$ cat src/rtl/serial_compare_n_if.sv
// Serial operand link for serial_compare_n: bit pairs in, status and flags out.
interface serial_compare_n_if;
  logic start;
  logic bit_valid;
  logic x_bit;
  logic y_bit;
  logic busy;
  logic done;
  logic XGY;
  logic XSY;
  logic XEY;

  modport master (
    output start, bit_valid, x_bit, y_bit,
    input  busy, done, XGY, XSY, XEY
  );

  modport slave (
    input  start, bit_valid, x_bit, y_bit,
    output busy, done, XGY, XSY, XEY
  );
endinterface

$ cat src/rtl/serial_compare_n.sv
// Bit-serial magnitude comparator, MSB first by default.
// Define SERIAL_CMP_LSB_FIRST_EN for LSB-first operand order.
module serial_compare_n #(
  parameter int WIDTH = 8,
  parameter int CW    = 6
) (
  input  logic              clk,
  input  logic              rst_n,
  serial_compare_n_if.slave bus
);

  typedef enum logic [1:0] {
    S_IDLE,
    S_RUN,
    S_DONE
  } state_t;

  typedef enum logic [1:0] {
    V_EQ,
    V_GT,
    V_LT
  } verd_t;

  state_t        state_q, state_d;
  verd_t         verd_q, verd_d;
  verd_t         verd_nx;
  logic [CW-1:0] cnt_q, cnt_d;
  logic [2:0]    flg_q, flg_d;
  logic          last;
  logic          diff;

  assign diff = bus.x_bit ^ bus.y_bit;
  assign last = (cnt_q == CW'(1));

  // Verdict after consuming the current bit pair
  always_comb begin
    verd_nx = verd_q;
`ifdef SERIAL_CMP_LSB_FIRST_EN
    if (diff)
      verd_nx = bus.x_bit ? V_GT : V_LT;
`else
    if (diff && verd_q == V_EQ)
      verd_nx = bus.x_bit ? V_GT : V_LT;
`endif
  end

  always_comb begin
    state_d = state_q;
    cnt_d   = cnt_q;
    verd_d  = verd_q;
    flg_d   = flg_q;
    unique case (state_q)
      S_IDLE: begin
        if (bus.start) begin
          state_d = S_RUN;
          cnt_d   = CW'(WIDTH);
          verd_d  = V_EQ;
        end
      end
      S_RUN: begin
        if (bus.bit_valid) begin
          cnt_d  = cnt_q - CW'(1);
          verd_d = verd_nx;
          if (last) begin
            state_d = S_DONE;
            unique case (1'b1)
              (verd_nx == V_GT): flg_d = 3'b100;
              (verd_nx == V_LT): flg_d = 3'b010;
              default:           flg_d = 3'b001;
            endcase
          end
        end
      end
      S_DONE: begin
        state_d = S_IDLE;
      end
      default: begin
        state_d = S_IDLE;
      end
    endcase
  end

  always_ff @(posedge clk or negedge rst_n) begin
    if (!rst_n) begin
      state_q <= S_IDLE;
      cnt_q   <= '0;
      verd_q  <= V_EQ;
      flg_q   <= '0;
    end else begin
      state_q <= state_d;
      cnt_q   <= cnt_d;
      verd_q  <= verd_d;
      flg_q   <= flg_d;
    end
  end

  assign bus.busy = (state_q == S_RUN);
  assign bus.done = (state_q == S_DONE);
  assign bus.XGY  = flg_q[2];
  assign bus.XSY  = flg_q[1];
  assign bus.XEY  = flg_q[0];

endmodule

$ cat src/flat_wrapper.sv
// flat-port wrapper written by rule: the top's interface ports become plain ports
module serial_compare_n_flat 
#(
  parameter int WIDTH = 8,
  parameter int CW    = 6
)
  (clk, rst_n, bus_start, bus_bit_valid, bus_x_bit, bus_y_bit, bus_busy, bus_done, bus_XGY, bus_XSY, bus_XEY);
  serial_compare_n_if bus_i ();
  input  logic clk;
  input  logic rst_n;
  input wire logic [$bits(bus_i.start)-1:0] bus_start;
  input wire logic [$bits(bus_i.bit_valid)-1:0] bus_bit_valid;
  input wire logic [$bits(bus_i.x_bit)-1:0] bus_x_bit;
  input wire logic [$bits(bus_i.y_bit)-1:0] bus_y_bit;
  output wire logic [$bits(bus_i.busy)-1:0] bus_busy;
  output wire logic [$bits(bus_i.done)-1:0] bus_done;
  output wire logic [$bits(bus_i.XGY)-1:0] bus_XGY;
  output wire logic [$bits(bus_i.XSY)-1:0] bus_XSY;
  output wire logic [$bits(bus_i.XEY)-1:0] bus_XEY;
  assign bus_i.start = bus_start;
  assign bus_i.bit_valid = bus_bit_valid;
  assign bus_i.x_bit = bus_x_bit;
  assign bus_i.y_bit = bus_y_bit;
  assign bus_busy = bus_i.busy;
  assign bus_done = bus_i.done;
  assign bus_XGY = bus_i.XGY;
  assign bus_XSY = bus_i.XSY;
  assign bus_XEY = bus_i.XEY;
  serial_compare_n #(.WIDTH(WIDTH), .CW(CW)) u_core (.clk(clk), .rst_n(rst_n), .bus(bus_i));
endmodule
$ cat config.mk
export PLATFORM = sky130hd
export DESIGN_NAME = serial_compare_n_flat
export DESIGN_NICKNAME = d
export VERILOG_FILES = /design/src/rtl/serial_compare_n_if.sv /design/src/rtl/serial_compare_n.sv /design/src/flat_wrapper.sv
export SDC_FILE = /design/constraint.sdc
export NUM_CORES = 1
export LEC_CHECK = 0
export ABC_AREA = 1
export BUFFER_PORTS_ARGS = -buffer_cell sky130_fd_sc_hd__clkbuf_2
export CAP_MARGIN = 10
export CORE_MARGIN = 2
export CORE_UTILIZATION = 45
export CTS_BUF_LIST = sky130_fd_sc_hd__clkbuf_8
export DETAILED_ROUTE_END_ITERATION = 8
export GPL_ROUTABILITY_DRIVEN = 0
export PLACE_DENSITY_LB_ADDON = 0.2
export SLEW_MARGIN = 20
export SYNTH_ARGS = -nofsm -noshare
export SYNTH_HDL_FRONTEND = slang
export SYNTH_SLANG_ARGS = --single-unit
$ cat constraint.sdc
create_clock -name clk -period 1.8 [get_ports clk]
set_input_delay 0.09 -clock clk [delete_from_list [all_inputs] [get_ports clk]]
set_output_delay 0.09 -clock clk [all_outputs]
set_load 0.1 [all_outputs]
==> results.json <==
{
  "netlist_area_sq_um": 724,
  "vias": 582,
  "clock.fmax_ghz": 0.700,
  "worstPathArrival_ns": 1.34,
  "clkTransAtPathRegs_ns": 0.06,
  "peakVddDrop_uv": 952,
  "clock_latency_ns": 0.24,
  "cts-htree-levels": 1,
  "leakagePower_nw": 0.489,
  "fillers": 146,
  "crit_required_ns": 1.71,
  "port-buffer-count": 10,
  "fp-row-count": 14,
  "worstMarginPinSlew_ns": 0.539,
  "drtAntennaViolNets": 0,
  "route.detailed.drc": 0,
  "vias_per_cell": 4.77,
  "design.core.area_sq_mm": 0.00151,
  "start_util_pct": 48.1,
  "drive_gt1_share_pct": 18.9,
  "synth.yosys.seq_area_share_pct": 44.9,
  "synth_top_area_share_pct": 44.9,
  "grt_pass1_vias": 525,
  "clkSinkCount": 13,
  "cts_max_path_buffers": 2,
  "io_pins": 11,
  "root_buffer": "clkbuf_8",
  "maxCapViolations": 0,
  "critPathCaptureType": "primary output",
  "place_inst": 117,
  "maxSlewHeadroom_pct": 64.2,
  "postLayoutCoreUtil_pct": 56.4,
  "finalSetupViolCount": 0,
  "avgSynthCellArea_sq_um": 7.96,
  "cts_setup_buffers": 0,
  "synth-seq-cells": 13,
  "crit_fanout": 3,
  "synth_cell_types": 16,
  "antenna_cells": 0,
  "cts_tree": "built",
  "fin_skew_ns": 0.00166,
  "first_iter_violations": 14,
  "fin_crit_sh_pct": 79.4,
  "yosys_warnings": 0,
  "grt_pass1_wl_microns": 2290,
  "die_area_sq_mm": 0.00195,
  "critPathKind": "reg2out",
  "ys_top_cells_by_area": "dfrtp_1 (45%), inv_1 (10%), nand2_1 (10%)",
  "min_path_type": "in2reg",
  "areaGrowthSynthToFinish_pct": 17.3,
  "firstDrtPassIters": 4,
  "cts_made_buffers": 3,
  "finalWirelength_microns": 1310,
  "maxSlewViolCount": 0,
  "fp.dieH_microns": 44.1,
  "tns_ns": 0,
  "grt_max_degree": 14,
  "status": "finished clean",
  "track_usage_pct": 16.3,
  "antenna_found_initial": 0,
  "synthCells": 91,
  "syn-num-nets": 101,
  "grt-ovfl-total": 0,
  "rsz0062_at_grt": "false",
  "die_w_microns": 44.1,
  "dp_hpwl_microns": 1010,
  "yosys.area.top_type": "dfrtp_1",
  "finalNetCount": 117,
  "finalHoldViolCount": 0,
  "fin_crit_ns": 1.43,
  "finalNonFillerCells": 122,
  "powerDensity_mw_per_mm2": 1860,
  "worstSetupStartpointType": "flip-flop",
  "wl_per_cell_microns": 10.7
}
==> metrics by stage <==
stage          setup slack [ns]  area, sq um  hold WS (ns)  power, W
2_1_floorplan           0.00579          724        -0.206   0.00118
5_1_grt                   0.286          850         0.171   0.00171
6_report                  0.372          850         0.136   0.00158
3_3_place_gp              0.567          795       0.00602   0.00131
3_5_place_dp              0.549          795        0.0117   0.00133
4_1_cts                   0.358          850         0.137   0.00160
==> flip-flops by register name (all words and copies together) (netlist names) <==
signal and cells:
u_core.cnt_q 6, u_core.flg_q 3, u_core.state_q 2, u_core.verd_q 2
==> area by class of cell <==
class | count | area [sq um] | share of cell area, %
multi-input combinational | 58 | 324 | 38.1
timing repair buffer | 11 | 60.1 | 7.07
sequential | 13 | 325 | 38.3
clock buffer | 3 | 41.3 | 4.86
clock inverter | 1 | 3.75 | 0.442
inverter | 20 | 75.1 | 8.84
tap | 16 | 20.0 | 2.36
==> worst max-delay path, cell delays in order, from the launching register on <==
cell and delay [ns]:
dfrtp_1 0.38, inv_1 0.13, nand2_1 0.07, inv_1 0.07, clkbuf_2 0.45
==> path summary, 6_finish.rpt <==
path / start / endpoint / slack, ns / depth (start not counted)
setup / recovery: u_core.state_q[1]$_DFFE_PN0P_ / bus_busy / 0.37 / 4
hold / removal: bus_bit_valid / u_core.state_q[0]$_DFFE_PN0P_ / 0.14 / 4
setup reg to reg: u_core.verd_q[0]$_DFFE_PN0P_ / u_core.flg_q[0]$_DFFE_PN0P_ / 0.54 / 6
hold reg to reg: u_core.flg_q[2]$_DFFE_PN0P_ / u_core.flg_q[2]$_DFFE_PN0P_ / 0.47 / 2
max in group asynchronous: rst_n / u_core.cnt_q[5]$_DFFE_PN0P_ / 1.26 / 2
min in group asynchronous: rst_n / u_core.cnt_q[2]$_DFFE_PN0P_ / 0.28 / 2
==> power by group <==
group	switching (W)	leakage [nW]	total [W]	internal, W
Clock	0.000107	0.0269	0.000258	0.000151
Combinational	0.000611	0.296	0.000814	0.000203
Sequential	0.0000987	0.167	0.000508	0.000410
==> Yosys cell counts, drive strengths merged <==
cell type / count
ha: 4
nor2: 12
nor3: 1
o21ai: 3
nand2: 23
nand4: 2
o22ai: 2
dfrtp: 13
inv: 20
nand3: 7
a21oi: 3
a31oi: 1
==> cells by family after synthesis <==
kind of cell | after synthesis | share of synthesized area, %
buffers and inverters | 20 | 10.4
adder cells (fa/ha/maj) | 4 | 6.91
flip-flops | 13 | 44.9
AO/OA/AOI/OAI | 9 | 6.73
AND/OR/NAND/NOR | 45 | 31.1
==> repair_timing <==
action | CTS | global route
hold buffers | 1 | 0
endpoints found under the hold margin | 13 | 0
resized for setup | 0 | 0
==> routing by layer <==
layer / track usage [%] / vias to the layer above / wire length [microns]
met1: 21.6 / 259 / 658
met5: 0 / - / 0
met2: 25.6 / 9 / 595
li1: - / 312 / -
met3: 4.90 / 2 / 40
met4: 5.45 / 0 / 17
==> cell usage in the layout (no fill, tap or decap), drive strengths merged <==
| master | count |
|---|---|
| a21oi | 3 |
| a31oi | 1 |
| clkbuf | 13 |
| dfrtp | 13 |
| dlygate4sd3 | 1 |
| ha | 4 |
| inv | 21 |
| nand2 | 23 |
| nand3 | 7 |
| nand4 | 2 |
| nor2 | 12 |
| nor3 | 1 |
| o21ai | 3 |
| o22ai | 2 |
Power figures use the tool's default switching activity.
